**config.mk**
```make
export PLATFORM = sky130hd
export DESIGN_NAME = dc_mcl_frame_scheduler_flat
export DESIGN_NICKNAME = d
export VERILOG_FILES = /design/src/rtl/dc_mcl_pkg.sv /design/src/rtl/dc_mcl_frame_scheduler_if.sv /design/src/rtl/dc_mcl_cfg_shadow_regs.sv /design/src/rtl/dc_mcl_frame_scheduler.sv /design/src/flat_wrapper.sv
export SDC_FILE = /design/constraint.sdc
export NUM_CORES = 1
export LEC_CHECK = 0
export BUFFER_PORTS_ARGS = -buffer_cell sky130_fd_sc_hd__buf_2
export CAP_MARGIN = 20
export CORE_MARGIN = 2
export CORE_UTILIZATION = 45
export DETAILED_ROUTE_END_ITERATION = 12
export PLACE_DENSITY = 0.7
export SYNTH_ARGS = -nofsm -noshare
export SYNTH_HDL_FRONTEND = slang
export SYNTH_SLANG_ARGS = --single-unit
```
**constraint.sdc**
```tcl
create_clock -name clk -period 1.8 [get_ports clk]
set_clock_uncertainty 0.1 [all_clocks]
set_input_delay 0.36 -clock clk [delete_from_list [all_inputs] [get_ports clk]]
set_output_delay 0.36 -clock clk [all_outputs]
set_load 0.005 [all_outputs]
```
**src/rtl/dc_mcl_pkg.sv**
```systemverilog
// ---------------------------------------------------------------------------
// dc_mcl_pkg
// Shared types and constants for the main-control-logic frame scheduler.
//   - field widths of the frame configuration
//   - frame_state_t : scheduler FSM states
//   - CFG_ADDR_*    : shadow register map used by the host write port
//   - dc_mcl_frame_cfg_t : one complete frame configuration; the same type
//     is used for the host-writable shadow set and the frame-stable active set
// ---------------------------------------------------------------------------
package dc_mcl_pkg;

    localparam int SCR_SIZE_WIDTH     = 12;
    localparam int SCALE_METHOD_WIDTH = 2;
    localparam int RGB_WIDTH          = 24;

    typedef enum logic [2:0] {
        UNCONF  = 3'd0,
        ARM     = 3'd1,
        ISSUE   = 3'd2,
        ACTIVE  = 3'd3,
        RECOVER = 3'd4
    } frame_state_t;

    localparam logic [3:0] CFG_ADDR_OFF_X     = 4'd0;
    localparam logic [3:0] CFG_ADDR_OFF_Y     = 4'd1;
    localparam logic [3:0] CFG_ADDR_IMG_W     = 4'd2;
    localparam logic [3:0] CFG_ADDR_IMG_H     = 4'd3;
    localparam logic [3:0] CFG_ADDR_SCR_W     = 4'd4;
    localparam logic [3:0] CFG_ADDR_SCR_H     = 4'd5;
    localparam logic [3:0] CFG_ADDR_TEX_W     = 4'd6;
    localparam logic [3:0] CFG_ADDR_TEX_H     = 4'd7;
    localparam logic [3:0] CFG_ADDR_SCALE     = 4'd8;
    localparam logic [3:0] CFG_ADDR_BORDER    = 4'd9;
    localparam logic [3:0] CFG_ADDR_CLR_STICKY = 4'd15;

    typedef struct packed {
        logic [SCR_SIZE_WIDTH-1:0]     off_x;
        logic [SCR_SIZE_WIDTH-1:0]     off_y;
        logic [SCR_SIZE_WIDTH-1:0]     img_w;
        logic [SCR_SIZE_WIDTH-1:0]     img_h;
        logic [SCR_SIZE_WIDTH-1:0]     scr_w;
        logic [SCR_SIZE_WIDTH-1:0]     scr_h;
        logic [SCR_SIZE_WIDTH-1:0]     tex_w;
        logic [SCR_SIZE_WIDTH-1:0]     tex_h;
        logic [SCALE_METHOD_WIDTH-1:0] scale;
        logic [RGB_WIDTH-1:0]          border;
    } dc_mcl_frame_cfg_t;

endpackage

```
**src/rtl/dc_mcl_frame_scheduler_if.sv**
```systemverilog
// ---------------------------------------------------------------------------
// dc_mcl_frame_scheduler_if
// Link between the frame scheduler (master) and the lines display manager
// (slave).
//   conf_*          active frame configuration, stable for a whole frame
//   conf_valid      launch request, master -> slave
//   conf_ready      slave idle / accepting
//   frame_finished  slave one-cycle pulse at end of frame
//   underrun        slave one-cycle pulse on underrun
// Handshake: a frame launch transfers on the first rising clock edge where
// conf_valid && conf_ready are both high. Once raised, conf_valid stays high
// and conf_* stay unchanged until that transfer; the master never withdraws
// a request.
// ---------------------------------------------------------------------------
interface dc_mcl_frame_scheduler_if;
    import dc_mcl_pkg::*;

    logic [SCR_SIZE_WIDTH-1:0]     conf_image_offset_x;
    logic [SCR_SIZE_WIDTH-1:0]     conf_image_offset_y;
    logic [SCR_SIZE_WIDTH-1:0]     conf_image_width;
    logic [SCR_SIZE_WIDTH-1:0]     conf_image_height;
    logic [SCR_SIZE_WIDTH-1:0]     conf_screen_width;
    logic [SCR_SIZE_WIDTH-1:0]     conf_screen_height;
    logic [SCR_SIZE_WIDTH-1:0]     conf_tex_width;
    logic [SCR_SIZE_WIDTH-1:0]     conf_tex_height;
    logic [SCALE_METHOD_WIDTH-1:0] conf_scale_method;
    logic [RGB_WIDTH-1:0]          conf_border_color;
    logic                          conf_valid;
    logic                          conf_ready;
    logic                          frame_finished;
    logic                          underrun;

    modport master (
        output conf_image_offset_x, conf_image_offset_y,
        output conf_image_width, conf_image_height,
        output conf_screen_width, conf_screen_height,
        output conf_tex_width, conf_tex_height,
        output conf_scale_method, conf_border_color,
        output conf_valid,
        input  conf_ready, frame_finished, underrun
    );

    modport slave (
        input  conf_image_offset_x, conf_image_offset_y,
        input  conf_image_width, conf_image_height,
        input  conf_screen_width, conf_screen_height,
        input  conf_tex_width, conf_tex_height,
        input  conf_scale_method, conf_border_color,
        input  conf_valid,
        output conf_ready, frame_finished, underrun
    );

endinterface

```
**src/rtl/dc_mcl_cfg_shadow_regs.sv**
```systemverilog
// ---------------------------------------------------------------------------
// dc_mcl_cfg_shadow_regs
// Host-writable shadow configuration, address decode and commit-pending flag.
//   clk, nrst      clock, asynchronous active-low reset
//   en             global enable; nothing changes while low
//   cfg_wr_en/addr/data  shadow write port, data truncated to field width
//   cfg_commit     request a shadow->active swap
//   swap           scheduler is copying the shadow this cycle; clears pending
//   shadow         current shadow set
//   cfg_pending    commit requested, swap not yet done
//   sticky_clr     combinational: enabled write to the sticky-clear address
// ---------------------------------------------------------------------------
module dc_mcl_cfg_shadow_regs
    import dc_mcl_pkg::*;
(
    input  logic              clk,
    input  logic              nrst,
    input  logic              en,
    input  logic              cfg_wr_en,
    input  logic [3:0]        cfg_wr_addr,
    input  logic [31:0]       cfg_wr_data,
    input  logic              cfg_commit,
    input  logic              swap,
    output dc_mcl_frame_cfg_t shadow,
    output logic              cfg_pending,
    output logic              sticky_clr
);

    // No field is wider than 24 bits; the top byte of write data is dropped.
    logic unused_wr_data_hi;
    assign unused_wr_data_hi = ^cfg_wr_data[31:24];

    assign sticky_clr = en && cfg_wr_en && (cfg_wr_addr == CFG_ADDR_CLR_STICKY);

    always_ff @(posedge clk or negedge nrst) begin
        if (!nrst) begin
            shadow <= '0;
        end else if (en && cfg_wr_en) begin
            case (cfg_wr_addr)
                CFG_ADDR_OFF_X:  shadow.off_x  <= cfg_wr_data[SCR_SIZE_WIDTH-1:0];
                CFG_ADDR_OFF_Y:  shadow.off_y  <= cfg_wr_data[SCR_SIZE_WIDTH-1:0];
                CFG_ADDR_IMG_W:  shadow.img_w  <= cfg_wr_data[SCR_SIZE_WIDTH-1:0];
                CFG_ADDR_IMG_H:  shadow.img_h  <= cfg_wr_data[SCR_SIZE_WIDTH-1:0];
                CFG_ADDR_SCR_W:  shadow.scr_w  <= cfg_wr_data[SCR_SIZE_WIDTH-1:0];
                CFG_ADDR_SCR_H:  shadow.scr_h  <= cfg_wr_data[SCR_SIZE_WIDTH-1:0];
                CFG_ADDR_TEX_W:  shadow.tex_w  <= cfg_wr_data[SCR_SIZE_WIDTH-1:0];
                CFG_ADDR_TEX_H:  shadow.tex_h  <= cfg_wr_data[SCR_SIZE_WIDTH-1:0];
                CFG_ADDR_SCALE:  shadow.scale  <= cfg_wr_data[SCALE_METHOD_WIDTH-1:0];
                CFG_ADDR_BORDER: shadow.border <= cfg_wr_data[RGB_WIDTH-1:0];
                default: ;
            endcase
        end
    end

    // A swap consumes the pending request; a commit landing on the swap
    // cycle is a repeat of an already-pending commit and is dropped.
    always_ff @(posedge clk or negedge nrst) begin
        if (!nrst) begin
            cfg_pending <= 1'b0;
        end else if (en) begin
            if (swap) begin
                cfg_pending <= 1'b0;
            end else if (cfg_commit) begin
                cfg_pending <= 1'b1;
            end
        end
    end

endmodule

```
**src/rtl/dc_mcl_frame_scheduler.sv**
```systemverilog
// ---------------------------------------------------------------------------
// dc_mcl_frame_scheduler
// Frame-level scheduler in front of the lines display manager (LDM).
// Swaps the shadow configuration into the active set only at vertical
// blanking start, launches one LDM frame per vblank, counts completed frames
// and records underruns.
// Ports:
//   clk, nrst                    clock, asynchronous active-low reset
//   en                           global enable, all state holds while low
//   cfg_wr_en/addr/data          shadow register write port
//   cfg_commit, cfg_pending      commit request / request outstanding
//   vertical_blanking            rising edge marks frame start
//   ldm                          master modport: conf_*, conf_valid,
//                                conf_ready, frame_finished, underrun
//   frame_cnt                    completed frames, wraps
//   underrun_sticky              set on underrun, cleared by write to addr 15
//   underrun_cnt                 saturating underrun count (optional)
//   state_dbg                    current FSM state
// Build option: define DC_MCL_UNDERRUN_CNT_EN to add underrun_cnt.
// ---------------------------------------------------------------------------
module dc_mcl_frame_scheduler
    import dc_mcl_pkg::*;
#(
    parameter int FRAME_CNT_WIDTH = 16
) (
    input  logic                       clk,
    input  logic                       nrst,
    input  logic                       en,
    input  logic                       cfg_wr_en,
    input  logic [3:0]                 cfg_wr_addr,
    input  logic [31:0]                cfg_wr_data,
    input  logic                       cfg_commit,
    output logic                       cfg_pending,
    input  logic                       vertical_blanking,
    dc_mcl_frame_scheduler_if.master   ldm,
    output logic [FRAME_CNT_WIDTH-1:0] frame_cnt,
    output logic                       underrun_sticky,
`ifdef DC_MCL_UNDERRUN_CNT_EN
    output logic [7:0]                 underrun_cnt,
`endif
    output logic [2:0]                 state_dbg
);

    frame_state_t      state;
    dc_mcl_frame_cfg_t shadow;
    dc_mcl_frame_cfg_t active;
    logic              vertical_blanking_r;
    logic              vb_rise;
    logic              swap;
    logic              sticky_clr;
    logic              conf_valid_r;

    assign vb_rise = vertical_blanking && !vertical_blanking_r;
    // The shadow is copied only on the edge that leaves ARM for a launch.
    assign swap    = en && (state == ARM) && vb_rise && cfg_pending;

    dc_mcl_cfg_shadow_regs u_shadow (
        .clk         (clk),
        .nrst        (nrst),
        .en          (en),
        .cfg_wr_en   (cfg_wr_en),
        .cfg_wr_addr (cfg_wr_addr),
        .cfg_wr_data (cfg_wr_data),
        .cfg_commit  (cfg_commit),
        .swap        (swap),
        .shadow      (shadow),
        .cfg_pending (cfg_pending),
        .sticky_clr  (sticky_clr)
    );

    always_ff @(posedge clk or negedge nrst) begin
        if (!nrst) begin
            vertical_blanking_r <= 1'b0;
        end else if (en) begin
            vertical_blanking_r <= vertical_blanking;
        end
    end

    always_ff @(posedge clk or negedge nrst) begin
        if (!nrst) begin
            state        <= UNCONF;
            active       <= '0;
            conf_valid_r <= 1'b0;
            frame_cnt    <= '0;
        end else if (en) begin
            case (state)
                UNCONF: begin
                    if (cfg_pending) begin
                        state <= ARM;
                    end
                end
                ARM: begin
                    if (vb_rise) begin
                        state        <= ISSUE;
                        conf_valid_r <= 1'b1;
                        if (cfg_pending) begin
                            active <= shadow;
                        end
                    end
                end
                ISSUE: begin
                    if (conf_valid_r && ldm.conf_ready) begin
                        state        <= ACTIVE;
                        conf_valid_r <= 1'b0;
                    end
                end
                ACTIVE: begin
                    // Underrun takes priority: the frame is not counted.
                    if (ldm.underrun) begin
                        state <= RECOVER;
                    end else if (ldm.frame_finished) begin
                        state     <= ARM;
                        frame_cnt <= frame_cnt + 1'b1;
                    end
                end
                RECOVER: begin
                    state <= ARM;
                end
                default: begin
                    state        <= UNCONF;
                    conf_valid_r <= 1'b0;
                end
            endcase
        end
    end

    // Set wins over clear so an underrun is never lost to a host clear.
    always_ff @(posedge clk or negedge nrst) begin
        if (!nrst) begin
            underrun_sticky <= 1'b0;
        end else if (en) begin
            if (ldm.underrun) begin
                underrun_sticky <= 1'b1;
            end else if (sticky_clr) begin
                underrun_sticky <= 1'b0;
            end
        end
    end

`ifdef DC_MCL_UNDERRUN_CNT_EN
    always_ff @(posedge clk or negedge nrst) begin
        if (!nrst) begin
            underrun_cnt <= 8'd0;
        end else if (en) begin
            if (sticky_clr) begin
                underrun_cnt <= ldm.underrun ? 8'd1 : 8'd0;
            end else if (ldm.underrun && (underrun_cnt != 8'hFF)) begin
                underrun_cnt <= underrun_cnt + 8'd1;
            end
        end
    end
`endif

    assign state_dbg = state;

    assign ldm.conf_valid          = conf_valid_r;
    assign ldm.conf_image_offset_x = active.off_x;
    assign ldm.conf_image_offset_y = active.off_y;
    assign ldm.conf_image_width    = active.img_w;
    assign ldm.conf_image_height   = active.img_h;
    assign ldm.conf_screen_width   = active.scr_w;
    assign ldm.conf_screen_height  = active.scr_h;
    assign ldm.conf_tex_width      = active.tex_w;
    assign ldm.conf_tex_height     = active.tex_h;
    assign ldm.conf_scale_method   = active.scale;
    assign ldm.conf_border_color   = active.border;

endmodule

```
**src/flat_wrapper.sv**
```systemverilog
// flat-port wrapper written by rule: the top's interface ports become plain ports
module dc_mcl_frame_scheduler_flat import dc_mcl_pkg::*;
#(
    parameter int FRAME_CNT_WIDTH = 16
)
  (clk, nrst, en, cfg_wr_en, cfg_wr_addr, cfg_wr_data, cfg_commit, cfg_pending, vertical_blanking, frame_cnt, underrun_sticky, state_dbg, ldm_conf_image_offset_x, ldm_conf_image_offset_y, ldm_conf_image_width, ldm_conf_image_height, ldm_conf_screen_width, ldm_conf_screen_height, ldm_conf_tex_width, ldm_conf_tex_height, ldm_conf_scale_method, ldm_conf_border_color, ldm_conf_valid, ldm_conf_ready, ldm_frame_finished, ldm_underrun);
  dc_mcl_frame_scheduler_if ldm_i ();
  input  logic clk;
  input  logic nrst;
  input  logic en;
  input  logic cfg_wr_en;
  input  logic [3:0] cfg_wr_addr;
  input  logic [31:0] cfg_wr_data;
  input  logic cfg_commit;
  output logic cfg_pending;
  input  logic vertical_blanking;
  output logic [FRAME_CNT_WIDTH-1:0] frame_cnt;
  output logic underrun_sticky;
  output logic [2:0] state_dbg;
  output wire logic [$bits(ldm_i.conf_image_offset_x)-1:0] ldm_conf_image_offset_x;
  output wire logic [$bits(ldm_i.conf_image_offset_y)-1:0] ldm_conf_image_offset_y;
  output wire logic [$bits(ldm_i.conf_image_width)-1:0] ldm_conf_image_width;
  output wire logic [$bits(ldm_i.conf_image_height)-1:0] ldm_conf_image_height;
  output wire logic [$bits(ldm_i.conf_screen_width)-1:0] ldm_conf_screen_width;
  output wire logic [$bits(ldm_i.conf_screen_height)-1:0] ldm_conf_screen_height;
  output wire logic [$bits(ldm_i.conf_tex_width)-1:0] ldm_conf_tex_width;
  output wire logic [$bits(ldm_i.conf_tex_height)-1:0] ldm_conf_tex_height;
  output wire logic [$bits(ldm_i.conf_scale_method)-1:0] ldm_conf_scale_method;
  output wire logic [$bits(ldm_i.conf_border_color)-1:0] ldm_conf_border_color;
  output wire logic [$bits(ldm_i.conf_valid)-1:0] ldm_conf_valid;
  input wire logic [$bits(ldm_i.conf_ready)-1:0] ldm_conf_ready;
  input wire logic [$bits(ldm_i.frame_finished)-1:0] ldm_frame_finished;
  input wire logic [$bits(ldm_i.underrun)-1:0] ldm_underrun;
  assign ldm_conf_image_offset_x = ldm_i.conf_image_offset_x;
  assign ldm_conf_image_offset_y = ldm_i.conf_image_offset_y;
  assign ldm_conf_image_width = ldm_i.conf_image_width;
  assign ldm_conf_image_height = ldm_i.conf_image_height;
  assign ldm_conf_screen_width = ldm_i.conf_screen_width;
  assign ldm_conf_screen_height = ldm_i.conf_screen_height;
  assign ldm_conf_tex_width = ldm_i.conf_tex_width;
  assign ldm_conf_tex_height = ldm_i.conf_tex_height;
  assign ldm_conf_scale_method = ldm_i.conf_scale_method;
  assign ldm_conf_border_color = ldm_i.conf_border_color;
  assign ldm_conf_valid = ldm_i.conf_valid;
  assign ldm_i.conf_ready = ldm_conf_ready;
  assign ldm_i.frame_finished = ldm_frame_finished;
  assign ldm_i.underrun = ldm_underrun;
  dc_mcl_frame_scheduler #(.FRAME_CNT_WIDTH(FRAME_CNT_WIDTH)) u_core (.clk(clk), .nrst(nrst), .en(en), .cfg_wr_en(cfg_wr_en), .cfg_wr_addr(cfg_wr_addr), .cfg_wr_data(cfg_wr_data), .cfg_commit(cfg_commit), .cfg_pending(cfg_pending), .vertical_blanking(vertical_blanking), .ldm(ldm_i), .frame_cnt(frame_cnt), .underrun_sticky(underrun_sticky), .state_dbg(state_dbg));
endmodule
```
; Word-level counts from Yosys, hierarchy flattened
; Index checks and enable logic that the tools add are counted.
[classes]
n_addsub = 1
eq_ne = 18
mux = 13
bitwise = 2
reduce_logical = 29
[ops]
columns = cell, count
row1 = AND reduction 2 bit, 12
row2 = "adder 16 x 1 -> 16 bit, second input constant", 1
row3 = "equality test 4 x 3 -> 1 bit, second input constant", 4
row4 = two-way mux 3 bit, 5
row5 = one-hot mux 3 bit (5 select lines), 1
row6 = "equality test 4 bit, second input constant", 3
row7 = AND reduction 4 bit, 3
row8 = "equality test 4 x 2 -> 1 bit, second input constant", 2
row9 = logical AND 1 bit, 7
row10 = "equality test 3 x 2 -> 1 bit, second input constant", 2
row11 = two-way mux 1 bit, 6
row12 = AND reduction 5 bit, 1
row13 = "equality test 4 x 1 -> 1 bit, second input constant", 1
row14 = zero test 4 bit, 1
row15 = "inequality test 2 x 1 -> 1 bit, second input constant", 2
row16 = nonzero test 2 bit, 2
row17 = "equality test 3 x 1 -> 1 bit, second input constant", 1
row18 = "equality test 3 bit, second input constant", 1
row19 = zero test 3 bit, 1
row20 = "inequality test 3 bit, second input constant", 1
row21 = one-hot mux 1 bit (3 select lines), 1
row22 = OR reduction 3 bit, 1
row23 = "inequality test 2 bit, second input constant", 1
row24 = NOT 1 bit, 2
row25 = zero test 1 bit, 1
[totals]
register_bits = 267
input_bits = 45
output_inout_bits = 144
elab_cells = 89

; Longest topological paths before layout
[logic_depth]
ltp_word = 6
mapped_depth = 7
ltp_nobuf = 5

; By module
; A second synthesis with hierarchy kept.
[hier_totals]
cells_unflattened = 633
area_unflattened_um2 = 10597.7
[modules_own_cells]
columns = module, instances, cells_per_inst, area_each_um2, seq_area_each_um2
row1 = dc_mcl_frame_scheduler, 1, 355, 5886.9, 3603.5
row2 = dc_mcl_cfg_shadow_regs, 1, 278, 4710.8, 3078.0

; Least setup slack after synthesis
; No wires, ideal clock.
[synth_path]
path_type = register to register
startpoint = reg u_core.state[2] (netlist: u_core.state_dbg[2])
endpoint = reg u_core.active (netlist bit u_core.ldm.conf_image_height[0])
setup_ps = 128
arrival_ps = 1650
required_ps = 1572
setup_slack_ps = -78
path_stages_with_launch = 7
n_path_buf = 2
synth_period_minus_slack_ps = 1878
path_cell_list = dfrtp_1 > nand2b_2 > nor3_2 > and2_1 > buf_2 > buf_4 > mux2_1
[synth_between]
elab_chain_cells = 2
[synth_lines]
columns = element, line
row1 = from (decl), dc_mcl_frame_scheduler.sv:44  ; frame_state_t state;
row2 = from (signal assigned), dc_mcl_frame_scheduler.sv:81  ; state <= UNCONF;
row3 = from (signal assigned), dc_mcl_frame_scheduler.sv:89  ; state <= ARM;
row4 = from (signal assigned), dc_mcl_frame_scheduler.sv:94  ; state <= ISSUE;
row5 = equality test 3 x 1 -> 1 bit, dc_mcl_frame_scheduler.sv:86  ; case (state)
row6 = AND reduction 4 bit (no source line), -
row7 = to (signal assigned), dc_mcl_frame_scheduler.sv:97  ; active <= shadow;
row8 = to (decl), dc_mcl_frame_scheduler.sv:46  ; dc_mcl_frame_cfg_t active;
; Every way passes these cells.
; A chain may end at the register's enable or synchronous reset.

; Final worst setup path
[layout_path]
startpoint = reg u_core.state[1] (netlist: u_core.state_dbg[1])
endpoint = reg u_core.active (netlist bit u_core.ldm.conf_image_offset_y[11])
; Same word-level chain as after synthesis.

==> flow_summary_export.csv <==
group,metric,value,unit
status,status,"complete, but fails checks",
status,violations,"setup timing",
final_layout,finalNonFillerCells,1208,
power_and_ir_drop,p_total,19.4,mW
min_path,holdPathEnd,"u_core.ldm.conf_valid",
logic_synthesis,synth_flop_cell,"dfrtp_1",
clocking,cts_tree,"done",
drt,drc,0,
floorplanning,rows,55,
critical_path,timing.rr.end,"u_core.ldm.conf_image_offset_y[11]",
clocking,htreeDepth,1,
final_layout,final_cell_mix,"267 x dfrtp_1, 179 x buf_2, 148 x mux2_1, 53 x mux2_4, 45 x mux2_2",
floorplanning,ios,189,
global_routing,first_global_vias,6359,
floorplanning,die_h,155,µm
logic_synthesis,synth_cell_type_count,36,
min_path,min_path_cells,3,
clocking,numCtsBuffers,28,
final_layout,num-nets-final,943,
logic_synthesis,synth_largest_area_cell,"dfrtp_1",
critical_path,r2r-start,"u_core.state_dbg[1]",
logic_synthesis,synth_cells,635,
logic_synthesis,synth_top_area_share,0.652,
clocking,worstSkewPairLatency,520,ps
drt,wl_per_cell,19.4,µm
logic_synthesis,yosys_warnings,0,
sta,period_needed,1850,ps
sta,slew-limit-headroom,0.689,
critical_path,crit_type,"reg -> reg",
power_and_ir_drop,p_leak,6.93,nW
drt,vias,6166,
job,cap_violations,0,
logic_synthesis,synth.avg_cell_area,16.1,µm²
sta,tightest_slew,467,ps
logic_synthesis,synth_area,0.0103,mm²
placement,dp_cells,1125,
critical_path,r2r_slack,-50,ps
power_and_ir_drop,irDropWorstVdd,0.00103,V
drt,ant_nets,0,
critical_path,reg2regPathDepth,6,
floorplanning,dieWidth,155,µm
sta,rsz0062_at_grt,"true",
drt,first_pass_iters,4,
logic_synthesis,synth_nets,681,
final_layout,drive_gt1_frac,0.439,
clocking,clk_path_buf_depth,3,
placement,hpwlAfterDp,15.0,mm
power_and_ir_drop,power_density,1440,mW/mm²
floorplanning,initial_core_util,0.456,
clocking,clk_pin_slew,60,ps
logic_synthesis,synthTopCellsByArea,"dfrtp_1 65%, mux2_1 22%, mux2_2 5.3%",
clocking,root_buffer,"clkbuf_16",
placement,place_ws,-204,ps
clocking,cts.sinks,267,
final_layout,final_common_cell,"dfrtp_1",
sta,setup_viol,66,
min_path,min_path_type,"in -> reg",
drt,via_per_inst,5.10,
sta,setup_slack,-49.9,ps
logic_synthesis,seq_area_frac_synth,0.652,
logic_synthesis,synth_edf_count,0,
sta,final.period_utilization,1.03,
sta,maxSlewViolCount,0,
global_routing,antenna_found_initial,5,
global_routing,overflow,0,
critical_path,critPathArrivalTime,2160,ps
sta,fmax,541,MHz
global_routing,grt_max_degree,53,
final_layout,area_delta_synth_final,31.7,%
logic_synthesis,async_flop_share,1.00,
floorplanning,core_area,0.0225,mm²
critical_path,cp-start-kind,"register",
sta,finalHoldViolations,0,
global_routing,grt_pass1_wl,35.9,mm
placement,gp_congestion,0.801,
floorplanning,dieArea,0.0240,mm²
sta,hold_slack,65.6,ps
placement,port_buffers,180,
global_routing,grtUsageTotal,0.191,
drt,routed_wl,23.4,mm
critical_path,endpoint_kind,"register",
critical_path,required,2110,ps
logic_synthesis,synth-seq-cells,267,
drt,drt_iter0_markers,279,
min_path,min_from,"ldm_conf_ready",
critical_path,crit_fanout,7,
-- power breakdown --
group | internal [mW] | switching, mW | total, mW
Combinational | 2.87 | 1.91 | 4.78
Sequential | 7.91 | 1.01 | 8.92
Clock | 3.47 | 2.26 | 5.73
-- Yosys cell counts (4+ instances only) --
master and instances:
nand4_1 5, mux2_1 198, dfrtp_1 267, a21oi_1 4
nand2_1 13, o21ai_0 6, buf_2 15, xnor2_1 8
xor2_1 7, buf_4 11, inv_1 4, mux2_2 48
nand2b_1 6, nor2_1 10
-- worst max-delay path by stage --
stage	slack (ps)	cells past startpoint	to	startpoint
floorplan	6	6	u_core.ldm.conf_image_height[0]	u_core.state_dbg[1]
global placement	-200	5	u_core.u_shadow.shadow[83]	en
detailed placement	-200	5	u_core.u_shadow.shadow[75]	en
CTS	-50	6	u_core.ldm.conf_screen_width[5]	u_core.vertical_blanking_r
global route	-120	6	u_core.ldm.conf_screen_width[6]	u_core.state_dbg[1]
finish	-50	6	u_core.ldm.conf_image_offset_y[11]	u_core.state_dbg[1]
-- cell families (layout without fill, tap and decap cells) --
kind of cell               Yosys count  count (layout)  synth area share
and+or+nand+nor                     59              60            0.0378
other                                0               6                 0
adders and majority gates            1               1           0.00122
muxes                              246             246             0.270
xor gates and xnor gates            15              15            0.0128
AOI/OAI and AO/OA                   15              15           0.00891
DFF                                267             267             0.652
buffers and inverters               32             313            0.0176
-- sequential cells by signal (all words and copies together) (netlist names), 2 cells and up --
register,count
u_core.ldm.conf_image_offset_y,12
u_core.ldm.conf_tex_width,12
u_core.u_shadow.shadow,122
u_core.ldm.conf_scale_method,2
u_core.frame_cnt,16
u_core.ldm.conf_image_height,12
u_core.ldm.conf_screen_width,12
u_core.ldm.conf_image_offset_x,12
u_core.ldm.conf_image_width,12
u_core.ldm.conf_screen_height,12
u_core.ldm.conf_border_color,24
u_core.state_dbg,3
u_core.ldm.conf_tex_height,12
-- stage by stage --
step / area (µm²) / utilization / TNS (ps)
final: 13500 / 0.600 / -1640
after global routing: 13500 / 0.600 / -8170
after CTS: 13200 / 0.586 / -1440
after detailed placement: 12000 / 0.532 / -24650
after global placement: 12000 / 0.532 / -20170
after floorplan: 10300 / - / 0
-- final cells by class --
type / count / area [µm²]
fill: 1731 / 8990
sequential: 267 / 6680
clock inverter: 7 / 60.1
antenna: 6 / 15.0
tap: 285 / 357
timing repair buffer: 259 / 1870
inverter: 4 / 15.0
multi-input combinational: 337 / 3640
clock buffer: 43 / 878
-- layer usage --
metal	share of wire	vias up	GRT usage
met3	0.071	30	0.0599
met2	0.46	166	0.306
met1	0.45	3186	0.261
li1	-	2782	-
met5	0.00056	-	0
met4	0.012	2	0.0366
-- what timing repair did --
item | in CTS | in global routing
endpoints found under the hold margin | 56 | 0
pin swaps | 1 | 1
endpoints found under the setup margin | 71 | 103
hold buffers | 15 | 0
cloned | 2 | 3
buffers inserted | 3 | 4
gates resized for setup | 7 | 53
-- worst max-delay path, stage by stage (launching register included) --
cell and delay [ps]:
dfrtp_1 380, nand2b_4 150, nor3_4 220, and2_4 250, buf_12 150, clkbuf_16 160
mux2_4 300
Power figures use the tool's default switching activity.
